===== src/rtl/ds_pkg.sv =====
// Shared types and helpers for ds datapath blocks.
package ds_pkg;

   typedef enum logic [1:0] {
      FC_BI,
      FC_UNI,
      FC_NO
   } t_fc;

   typedef enum logic {
      FIFO_ARCH_RAM,
      FIFO_ARCH_SHR
   } t_fifo_arch;

   function automatic int f_cnt_w(input int depth);
      return $clog2(depth + 1);
   endfunction

endpackage


===== src/rtl/ds_fifo_mem.sv =====
// ds_fifo storage: circular RAM or shift register selected by P_ARCH.
// Pure storage; all pointer/count bookkeeping lives in ds_fifo.
module ds_fifo_mem
   import ds_pkg::*;
#(
   parameter int         P_WIDTH = 8,
   parameter int         P_DEPTH = 16,
   parameter t_fifo_arch P_ARCH  = FIFO_ARCH_RAM,
   parameter int         P_AW    = $clog2(P_DEPTH)
) (
   input  logic               i_clk,
   input  logic               i_wr,
   input  logic [P_AW-1:0]    i_wr_idx,
   input  logic [P_WIDTH-1:0] i_wr_dat,
   input  logic [P_AW-1:0]    i_rd_idx,
   input  logic               i_shift,
   output logic [P_WIDTH-1:0] o_dat
);

   if (P_ARCH == FIFO_ARCH_RAM) begin : g_ram
      logic [P_WIDTH-1:0] mem [P_DEPTH];
      logic               shift_unused;

      assign shift_unused = i_shift;

      always_ff @(posedge i_clk) begin
         if (i_wr) mem[i_wr_idx] <= i_wr_dat;
      end

      assign o_dat = mem[i_rd_idx];
   end else begin : g_shr
      logic [P_WIDTH-1:0] mem [P_DEPTH];
      logic               rd_unused;

      assign rd_unused = ^i_rd_idx;

      // write index is post-shift, so the later write wins on overlap
      always_ff @(posedge i_clk) begin
         if (i_shift) begin
            for (int i = 0; i < P_DEPTH - 1; i++) mem[i] <= mem[i+1];
         end
         if (i_wr) mem[i_wr_idx] <= i_wr_dat;
      end

      assign o_dat = mem[0];
   end

endmodule


===== src/rtl/ds_fifo.sv =====
// Parametrised FWFT FIFO with selectable storage and input flow control.
// Optional o_lvl/o_afull ports are present only with DS_FIFO_LEVEL_EN defined.
module ds_fifo
   import ds_pkg::*;
#(
   parameter int         P_WIDTH = 8,
   parameter int         P_DEPTH = 16,
   parameter t_fifo_arch P_ARCH  = FIFO_ARCH_RAM,
   parameter t_fc        P_FC    = FC_BI
) (
   input  logic               i_clk,
   input  logic               i_rst,
   input  logic [P_WIDTH-1:0] i_dat,
   input  logic               i_vld,
   output logic               o_rdy,
   output logic [P_WIDTH-1:0] o_dat,
   output logic               o_vld,
   input  logic               i_rdy,
   input  logic               i_ovf_clr,
   output logic               o_ovf
`ifdef DS_FIFO_LEVEL_EN
   ,
   output logic [f_cnt_w(P_DEPTH)-1:0] o_lvl,
   output logic                        o_afull
`endif
);

   localparam int CW = f_cnt_w(P_DEPTH);
   localparam int AW = $clog2(P_DEPTH);

   logic [CW-1:0]      cnt, cnt_nxt;
   logic [AW-1:0]      wr_ptr, rd_ptr, wr_idx;
   logic               vld_q, rdy_q, ovf_q;
   logic               full, push_req, push, pop, drop;
   logic [P_WIDTH-1:0] mem_dat;

   function automatic logic [AW-1:0] f_inc(input logic [AW-1:0] p);
      return (p == AW'(P_DEPTH - 1)) ? '0 : p + 1'b1;
   endfunction

   assign full = (cnt == CW'(P_DEPTH));
   assign pop  = vld_q & i_rdy;

   always_comb begin
      push_req = 1'b0;
      case (P_FC)
         FC_BI:   push_req = i_vld & rdy_q;
         FC_UNI:  push_req = i_vld;
         default: push_req = 1'b1;
      endcase
   end

   // FC_BI never requests when full, so the pop bypass only matters otherwise
   assign push = push_req & (~full | pop);
   assign drop = push_req & full & ~pop;

   always_comb begin
      cnt_nxt = cnt;
      if (push & ~pop & ~full)
         cnt_nxt = cnt + 1'b1;
      else if (pop & ~push & (cnt != '0))
         cnt_nxt = cnt - 1'b1;
   end

   assign wr_idx = (P_ARCH == FIFO_ARCH_RAM) ? wr_ptr
                 : AW'(pop ? cnt - 1'b1 : cnt);

   always_ff @(posedge i_clk or posedge i_rst) begin
      if (i_rst) begin
         cnt    <= '0;
         wr_ptr <= '0;
         rd_ptr <= '0;
         vld_q  <= 1'b0;
         rdy_q  <= 1'b0;
         ovf_q  <= 1'b0;
      end else begin
         cnt   <= cnt_nxt;
         vld_q <= (cnt_nxt != '0);
         rdy_q <= (P_FC == FC_BI) ? (cnt_nxt != CW'(P_DEPTH)) : 1'b1;
         if (push) wr_ptr <= f_inc(wr_ptr);
         if (pop)  rd_ptr <= f_inc(rd_ptr);
         if (drop)
            ovf_q <= 1'b1;
         else if (i_ovf_clr)
            ovf_q <= 1'b0;
      end
   end

   ds_fifo_mem #(
      .P_WIDTH (P_WIDTH),
      .P_DEPTH (P_DEPTH),
      .P_ARCH  (P_ARCH),
      .P_AW    (AW)
   ) u_mem (
      .i_clk    (i_clk),
      .i_wr     (push),
      .i_wr_idx (wr_idx),
      .i_wr_dat (i_dat),
      .i_rd_idx (rd_ptr),
      .i_shift  (pop),
      .o_dat    (mem_dat)
   );

   // masking keeps both archs identical and o_dat at 0 out of reset
   assign o_dat = vld_q ? mem_dat : '0;
   assign o_vld = vld_q;
   assign o_rdy = rdy_q;
   assign o_ovf = ovf_q;

`ifdef DS_FIFO_LEVEL_EN
   assign o_lvl   = cnt;
   assign o_afull = (cnt >= CW'(P_DEPTH - 1));
`endif

endmodule

===== config.mk =====
export PLATFORM = sky130hd
export DESIGN_NAME = ds_fifo
export DESIGN_NICKNAME = d
export VERILOG_FILES = /design/src/rtl/ds_pkg.sv /design/src/rtl/ds_fifo_mem.sv /design/src/rtl/ds_fifo.sv
export SDC_FILE = /design/constraint.sdc
export NUM_CORES = 1
export LEC_CHECK = 0
export CAP_MARGIN = 5
export CELL_PAD_IN_SITES_DETAIL_PLACEMENT = 1
export CELL_PAD_IN_SITES_GLOBAL_PLACEMENT = 2
export CORE_ASPECT_RATIO = 1.75
export CORE_MARGIN = 3
export CORE_UTILIZATION = 42
export CTS_CLUSTER_DIAMETER = 150
export CTS_CLUSTER_SIZE = 20
export DETAILED_ROUTE_END_ITERATION = 12
export MAX_ROUTING_LAYER = met4
export PLACE_DENSITY_LB_ADDON = 0.1
export SYNTH_ARGS = -nofsm -noshare
export SYNTH_HDL_FRONTEND = slang
export SYNTH_HIERARCHICAL = 1
export SYNTH_SLANG_ARGS = --single-unit

===== constraint.sdc =====
create_clock -name i_clk -period 2.6 [get_ports i_clk]
set_input_delay 0.26 -clock i_clk [delete_from_list [all_inputs] [get_ports i_clk]]
set_output_delay 0.26 -clock i_clk [all_outputs]
set_load 0.1 [all_outputs]

; After elaboration in Yosys (flattened, before gate mapping)
; Memories as Yosys holds them, arrays and structs flattened.
; Index checks and enable logic that the tools add are counted.
[totals]
mem_count = 1
register_bits = 16
inputBits = 13
ramBits = 128
out_inout_bits = 11
[classes]
n_addsub = 4
muxes = 9
n_bitwise = 13
n_eq_ne = 4
reduce_logical = 3
[memory_table]
columns = memory, words, word_bits, rd, rd_clocked_by_memory_dff, wr, line_no
row1 = u_mem.g_ram.mem, 16, 8, 1, 0, 1, ds_fifo_mem.sv:21  ; logic [P_WIDTH-1:0] mem [P_DEPTH];
[ops]
columns = cell, n
row1 = $mux W5, 2
row2 = $reduce_bool A5 Y1, 2
row3 = $and A1 B1 Y1, 9
row4 = $add A4 B1 Y4 const B, 2
row5 = $eq A4 B4 Y1 const B, 2
row6 = $mux W4, 2
row7 = $mux W8, 1
row8 = $add A5 B1 Y5 const B, 1
row9 = $eq A5 B5 Y1 const B, 1
row10 = $ne A5 B5 Y1 const B, 1
row11 = $sub A5 B1 Y5 const B, 1
row12 = $mux W1, 4
row13 = $not A1 Y1, 3
row14 = $reduce_bool A2 Y1, 1
row15 = $or A1 B1 Y1, 1

; Logic depth before layout (Yosys ltp)
; Gate-level depths: netlist (run 1).
[logic_depth]
word_depth = 10
mapped_depth = 7
mapped_depth_nobuf = 7

; Hierarchy
; Netlist (run 1), hierarchy kept.
[by_module_without_submodules]
columns = mod, area_each_um2, n_inst, seq_area_each_um2, cells_per_inst
row1 = ds_fifo_mem, 4987.3, 1, 3843.7, 221
row2 = ds_fifo, 1013.5, 1, 400.4, 112

; Worst setup path after synthesis (run 1)
; OpenSTA, ideal clock, no wires.
[synth_timing]
path_kind = reg2reg
startpoint = reg rdy_q (netlist: o_rdy)
endpoint = mem u_mem.g_ram.mem[0][0], enable pin
path_buffers = 0
arrival_time_ps = 2788
slack_ps = -572
stages_incl_launch_ff = 5
path_cell_list = dfrtp_1 > nand2_1 > a31oi_4 > or3b_2 > nor3_1
[synth_via]
elab_chain_cells = 4
[synth_lines]
columns = item, line_no
row1 = start: declaration, ds_fifo.sv:33  ; logic vld_q, rdy_q, ovf_q;
row2 = start signal: assignment, ds_fifo.sv:79  ; rdy_q <= (P_FC == FC_BI) ? (cnt_nxt != CW'(P_DEPTH)) : 1'b1;
row3 = $and A1 B1 Y1, ds_fifo.sv:47  ; FC_BI: push_req = i_vld & rdy_q;
row4 = $and A1 B1 Y1, ds_fifo.sv:54  ; assign push = push_req & (~full | pop);
row5 = named net push, ds_fifo.sv:34  ; logic full, push_req, push, pop, drop;
row6 = $mux W1, ds_fifo_mem.sv:27  ; if (i_wr) mem[i_wr_idx] <= i_wr_dat;
row7 = $mux W1 (not written as such), ds_fifo_mem.sv:27
row8 = end: declaration, ds_fifo_mem.sv:21
; The timed path passes the listed nets, and every way through them passes these cells.

; Final worst setup path (run 1)
[layout_timing]
startpoint = reg rd_ptr[0]
endpoint = out o_dat[4]
[layout_via]
elab_chain_cells = 2
[layout_lines]
columns = item, line_no
row1 = start: declaration, ds_fifo.sv:32  ; logic [AW-1:0] wr_ptr, rd_ptr, wr_idx;
row2 = start signal: assignment, ds_fifo.sv:81  ; if (pop) rd_ptr <= f_inc(rd_ptr);
row3 = $mem_v2 Z16 W8, -
row4 = named net mem_dat[4], ds_fifo.sv:35  ; logic [P_WIDTH-1:0] mem_dat;
row5 = $mux W8, ds_fifo.sv:105  ; assign o_dat = vld_q ? mem_dat : '0;
row6 = end: declaration, ds_fifo.sv:16  ; output logic [P_WIDTH-1:0] o_dat,
; The timed path passes the listed nets, and every way through them passes these cells.

==> results of run 1 <==
-- layer usage --
| layer | vias to the layer above | GRT usage, % | part of all wire [%] |
|---|---|---|---|
| met5 | - | - | 0 |
| met4 | 0 | 8.43 | 1.9 |
| met3 | 16 | 3.44 | 2.9 |
| met2 | 78 | 37.4 | 60 |
| met1 | 1730 | 20.2 | 35 |
| li1 | 1448 | - | - |
-- state kept, by name, summed over array words and instances (netlist names) --
signal	count
cnt	5
o_vld	1
rd_ptr	4
wr_idx	4
o_ovf	1
o_rdy	1
u_mem/g_ram.mem	128
-- cell type report --
cell class / count / area (sq um) / area share (%)
tap: 177 / 221 / 3.04
sequential: 144 / 4250 / 58.3
clock inverter: 14 / 156 / 2.15
timing repair buffer: 50 / 556 / 7.63
inverter: 9 / 33.8 / 0.464
clock buffer: 17 / 425 / 5.84
multi-input combinational: 166 / 1640 / 22.6
-- final timing paths --
check,startpoint,end,slack (ns),cells after the start
min in group i_clk,i_ovf_clr,o_ovf,0.43,2
max in group asynchronous,i_rst,o_vld,1.88,2
worst max-delay path,rd_ptr[0],o_dat[4],0.06,6
worst max register to register,cnt[1],u_mem/g_ram.mem[12][2],0.19,8
worst min register to register,o_ovf,o_ovf,0.54,2
worst min-delay path,i_rst,rd_ptr[1],0.24,2
-- power by group --
part / internal, uW / total (uW) / switching [uW]
sequential: 2820 / 3080 / 260
combinational: 1600 / 3850 / 2260
clock: 1420 / 2380 / 961
-- cell usage after synthesis, types with 4 or more instances --
library cell / number
nor3_1: 5
nand4_1: 5
nand3_1: 5
a21oi_1: 7
buf_6: 4
inv_1: 8
and3_1: 4
ha_1: 4
a22oi_1: 16
edfxtp_1: 128
mux4_2: 18
buf_2: 4
nand2_1: 24
nor2_1: 15
and2_1: 11
o21ai_1: 4
mux4_1: 14
dfrtp_1: 16
-- cells by family (layout without fill, tap and decap cells) --
group	after synthesis	count (layout)	share of synthesized area, %
adders and majority gates	4	4	0.834
AOI/OAI and AO/OA	44	44	5.21
buffers and inverters	23	90	2.52
and+or+nand+nor	80	80	6.84
DFF	144	144	70.7
xor gates and xnor gates	3	3	0.438
muxes	35	35	13.4
-- through the flow --
step / util, % / TNS (ns)
3_5_place_dp: 47.7 / 0
6_report: 52.4 / 0
5_1_grt: 52.4 / -0.0457
2_1_floorplan: - / 0
3_3_place_gp: 47.7 / 0
4_1_cts: 52.5 / -0.00733
-- what timing repair did --
action | in CTS | in global routing
endpoints found under the setup margin | 4 | 8
pin swaps | 1 | 2
buffers inserted | 3 | 0
hold endpoints to repair | 0 | 0
gates resized for setup | 10 | 13
cloned | 1 | 0
==> impl_results.md, run 1 <==
* Critical path class: flop to output port
* H-Tree Level Count at 4
* Relative slew slack at 55.2%
* Worst path required time at 2.34 ns
* Final worst path period share at 97.5%
* Final RePlAce weighted congestion at 0.823
* Number of placed instances, taps included at 543
* Number of antenna violations at the first check in global routing at 0
* Synthesized area per cell at 18.0 sq um
* Die outline area at 15800 sq um
* Share of layout cells above drive strength 1 at 30.5%
* Clock latency of the later-clocked register in the worst-skew pair at 0.41 ns
* WL/cell at 24.3 microns
* IO Pins at 24
* Post-route antenna net violation count at 0
* Dominant cell type by count on the critical path: buf_12
* Sum of buffers and inverters on the critical path at 2
* Signed area change from the synthesized netlist to the final layout at 21.4%
* Final Cell Area at 7280 sq um
* EDFF count, synth at 128
* Initial cell density of the core at 43.1%
* Biggest cell delay along the critical path at 0.58 ns
* Synthesized netlist cell count at 333
* Most common cell after layout, fill and taps aside: edfxtp_1
* Vias at 3272
* Filler cell count in the final layout at 1292
* Pre-CTS setup slack at 0.256 ns
* Post-DR vias/cell at 5.67
* Maximum fanout count along the critical path at 15
* Worst clock skew on the final layout at 0.0135 ns
* Post-synthesis sequential element count at 144
* Total global routing overflow at 0
* Ant diodes at 0
* Total routed wirelength at 14000 microns
* Hold Buf Count CTS at 0
* Most used cells in the layout excluding fill and tap cells: 128 x edfxtp_1, 26 x buf_4, 26 x mux4_2
* Clock tree from TritonCTS: yes
* Result of the run: finished, final reports clean
* Pin count of the biggest net entering global routing at 33
* Most used flip-flop cell after synthesis: edfxtp_1
* Cell area after synthesis at 6000 sq um
* Unrepaired setup endpoints after global routing: yes
* Library cell occupying the most area in the post-synthesis netlist: edfxtp_1
* PnR Total Power at 9310 uW
* Number of standard-cell rows in the floorplan at 57
* Total of buffers placed on input and output ports at 23
* 1st-iter DRT viols at 158
* GRT Resource Usage Total at 20.2%
* Post-route DRC violation count at 0
* Total power density per cell area at 1280 nW/um^2
* Area share of the largest cell type after synthesis at 64.1%
* Width of the die at 96.4 microns
* Synth Warn # at 6
* Top cells by area in the synthesized netlist: edfxtp_1 64%, mux4_2 6.8%, dfrtp_1 6.7%
* Die Height at 164 microns
* Post-synthesis net count at 350
* Total iterations of the first detailed-routing run at 4
* WHS at 0.239 ns
* Count of unique library cells instantiated by Yosys at 43
* Post-route setup slack at 0.0641 ns
* Final hold violation count at 0
* Worst vdd rail ir drop at 0.000566 V
* Critical Path Source Type: flop
* Bufs on Longest Clock Path at 2
* Area of the core at 13900 sq um
* Max_cap viols at 0
* Share of the yosys chip area belonging to registers at 70.7%
* Total Nets Final at 405
* Clock tree root buffer cell: clkbuf_16
* Sort of element at the end of the critical path: output port
* Number of clock buffers inserted by TritonCTS at 17
* Share of async-settable or async-resettable flops after synthesis at 11.1%
* Clock slew seen by the registers of the worst setup and hold paths at 0.06 ns
* Min Tclk post-route at 2.54 ns
* Clk sink count at 144
* Global-route wire length before repair at 21600 microns
* Leakage dissipation at 0.00249 uW
* Total placed instance area at 6630 sq um
* Critical path arrival at 2.28 ns
* Slew at the pin with the worst max-slew slack at 0.672 ns
* Highest clock frequency the design can meet at 0.394 GHz
* Slowest-stage cell, CP: mux4_1
* Top cell family by delay on the critical path: multiplexers
* Number of global-route vias before repair at 3694
* Worst hold-check path type: input port to asynchronous set/reset pin
* List of cells traversed by the critical path: buf_12 -> mux4_1 -> a22oi_2 -> nand2_1 -> and2_1 -> buf_12
* HPWL reported at the end of detailed placement at 9520 microns
* Final setup violation count at 0
* Final instance count without filler cells at 577
* Max-slew violations at 0
No activity file was read; power rests on OpenSTA's default activity.
==> run 2: changes to the inputs <==
Settings changed: CORE_UTILIZATION 42 to 50.
Clock period 2.6 ns to 3 ns, I/O delays scaled along.
==> impl_results.md, run 2 (same netlist as run 1, synthesis figures left out) <==
* Post-DR vias/cell at 6.10 (was 5.67)
* Total routed wirelength at 13000 microns (was 14000 microns)
* Total setup buffers inserted after CTS at 0 (was 3)
* Pin count of the biggest net entering global routing at 38 (was 33)
* Maximum fanout count along the critical path at 37 (was 15)
* Min Tclk post-route at 2.81 ns
* Number of standard-cell rows in the floorplan at 52 (was 57)
* WL/cell at 24.6 microns (was 24.3 microns)
* Total iterations of the first detailed-routing run at 4 (unchanged)
* Sort of element at the end of the critical path: output port (unchanged)
* Leakage dissipation at 0.00249 uW (about the same)
* Highest clock frequency the design can meet at 0.356 GHz
* Signed area change from the synthesized netlist to the final layout at 19.3% (was 21.4%)
* Max-slew violations at 0 (unchanged)
* Post-route setup slack at 0.189 ns (was 0.0641 ns)
* Worst path required time at 2.70 ns (was 2.34 ns)
* Critical path arrival at 2.51 ns (was 2.28 ns)
* GRT Resource Usage Total at 22.2% (was 20.2%)
* List of cells traversed by the critical path: buf_12 -> mux4_1 -> a22oi_1 -> nand2_1 -> and2_1 -> buf_12 (was buf_12 -> mux4_1 -> a22oi_2 -> nand2_1 -> and2_1 -> buf_12)
* 1st-iter DRT viols at 197 (was 158)
* Final worst path period share at 93.7%
* Filler cell count in the final layout at 999 (was 1292)
* Total of buffers placed on input and output ports at 23 (unchanged)
* Post-route antenna net violation count at 0 (unchanged)
* Ant diodes at 0 (unchanged)
* Share of layout cells above drive strength 1 at 22.9% (was 30.5%)
* Worst vdd rail ir drop at 0.000759 V (was 0.000566 V)
* Unrepaired setup endpoints after global routing: no (was yes)
* Number of antenna violations at the first check in global routing at 0 (unchanged)
* IO Pins at 24 (unchanged)
* Post-route DRC violation count at 0 (unchanged)
* Most used cells in the layout excluding fill and tap cells: 128 x edfxtp_1, 24 x nand2_1, 20 x buf_4 (was 128 x edfxtp_1, 26 x buf_4, 26 x mux4_2)
* Die outline area at 13400 sq um (was 15800 sq um)
* TNS Setup at 0 ns (unchanged)
* Clock tree from TritonCTS: yes (unchanged)
* Slew at the pin with the worst max-slew slack at 0.672 ns (about the same)
* Final setup violation count at 0 (unchanged)
* Clock share of power at 27.9% (was 25.6%)
* Max_cap viols at 0 (unchanged)
* Initial cell density of the core at 51.5% (was 43.1%)
* Total Nets Final at 397 (was 405)
* Result of the run: finished, final reports clean (unchanged)
* Relative slew slack at 55.2% (about the same)
* Number of global-route vias before repair at 3540 (was 3694)
* Biggest registers after layout: u_mem/g_ram.mem: 128 flops, cnt: 5 flops (unchanged)
* Total power density per cell area at 1110 nW/um^2 (was 1280 nW/um^2)
* Global-route wire length before repair at 20200 microns (was 21600 microns)
* Clock slew seen by the registers of the worst setup and hold paths at 0.06 ns (about the same)
* Total global routing overflow at 0 (unchanged)
* Biggest cell delay along the critical path at 0.67 ns (was 0.58 ns)
* Die Height at 151 microns (was 164 microns)
* Cell Int Power at 5090 uW (was 5840 uW)
* Number of clock buffers inserted by TritonCTS at 17 (unchanged)
* Critical path class: flop to output port (unchanged)
* Final RePlAce weighted congestion at 0.838 (was 0.823)
* HPWL reported at the end of detailed placement at 8970 microns (was 9520 microns)
* Max reg flops at 128 (unchanged)
* Worst hold-check path type: input port to asynchronous set/reset pin (unchanged)
* Clock latency of the later-clocked register in the worst-skew pair at 0.42 ns (was 0.41 ns)
* Area of the core at 11600 sq um (was 13900 sq um)
* Clk sink count at 144 (unchanged)
* Register bank with the most flops: u_mem/g_ram.mem (unchanged)
* Switching power share of the total at 36.1% (was 37.3%)
* Vias at 3220 (was 3272)
* Bufs on Longest Clock Path at 2 (unchanged)
* Number of gates given a new drive strength after cts at 0 (was 10)
* Clock tree root buffer cell: clkbuf_16 (unchanged)
* Slowest-stage cell, CP: mux4_1 (unchanged)
* Switching power total at 2870 uW (was 3480 uW)
* Width of the die at 88.8 microns (was 96.4 microns)
* H-Tree Level Count at 4 (unchanged)
* Proportion of power drawn by flip-flops and latches at 33.1% (about the same)
* Final hold violation count at 0 (unchanged)
* Pre-CTS setup slack at 0.373 ns (was 0.256 ns)
* Worst clock skew on the final layout at 0.00980 ns (was 0.0135 ns)
* Critical Path Source Type: flop (unchanged)
* Hold Buf Count CTS at 0 (unchanged)
* Fraction of power consumed by combinational cells at 39.0% (was 41.4%)
* Most common cell after layout, fill and taps aside: edfxtp_1 (unchanged)
* Dominant cell type by count on the critical path: buf_12 (unchanged)
-- run 2: cell types whose count changed in the layout (fill, tap and decap cells not counted), sizes merged --
cell and delta:
clkbuf +3, clkinv +1, clkinvlp -2, buf -8, inv -3, bufinv +2
-- run 2: worst max-delay path: cells and delay by family (launching register included) --
kind / cells / cell delay [ns]
flip-flops: 1 / 0.37
buffers and inverters: 2 / 0.43
multiplexers: 1 / 0.67
AO/OA/AOI/OAI: 1 / 0.33
AND/OR/NAND/NOR: 2 / 0.27
-- run 2: area by class of cell --
class                      count  area, sq um  share of cell area [%]
sequential                   144         4250                    59.4
multi-input combinational    166         1610                    22.4
timing repair buffer          42          470                    6.57
clock buffer                  20          447                    6.24
clock inverter                12          184                    2.57
tap                          135          169                    2.36
inverter                       9         33.8                   0.472
-- run 2: power groups by stage --
stage | combinational [uW] | sequential [uW] | clock, uW
4_1_cts | 3150 | 2640 | 2260
6_report | 3110 | 2640 | 2220
5_1_grt | 3290 | 2670 | 2350
2_1_floorplan | 2120 | 2640 | 0
3_3_place_gp | 3110 | 2660 | 0
3_5_place_dp | 3120 | 2670 | 0
-- run 2: path summary, 6_finish.rpt --
path                       cells after the start  slack, ns                    end      start
max reg2reg                                    7       0.46  u_mem/g_ram.mem[0][5]     cnt[1]
max in group asynchronous                      2       2.24                  o_vld      i_rst
min in group i_clk                             2       0.46                  o_ovf  i_ovf_clr
min reg2reg                                    2       0.54                  o_ovf      o_ovf
min                                            2       0.29                  o_ovf      i_rst
max                                            6       0.19               o_dat[1]  rd_ptr[0]
-- run 2: metrics by stage --
| step | hold WS (ns) | area (sq um) | total power [uW] | cells | utilization, % |
|---|---|---|---|---|---|
| 2_1_floorplan | 0.214 | 6000 | 4760 | 333 | - |
| 3_3_place_gp | 0.518 | 6530 | 5770 | 496 | 56.0 |
| 3_5_place_dp | 0.532 | 6530 | 5790 | 496 | 56.0 |
| 4_1_cts | 0.302 | 7160 | 8050 | 528 | 61.5 |
| 5_1_grt | 0.339 | 7160 | 8300 | 528 | 61.5 |
| 6_report | 0.286 | 7160 | 7960 | 528 | 61.5 |
-- run 2: layer usage --
layer	up-vias	GRT usage, %	part of all wire [%]
li1	1443	-	-
met1	1674	23.4	37
met2	81	38.9	56
met3	22	5.39	3.3
met4	0	9.30	3.4
met5	-	-	0
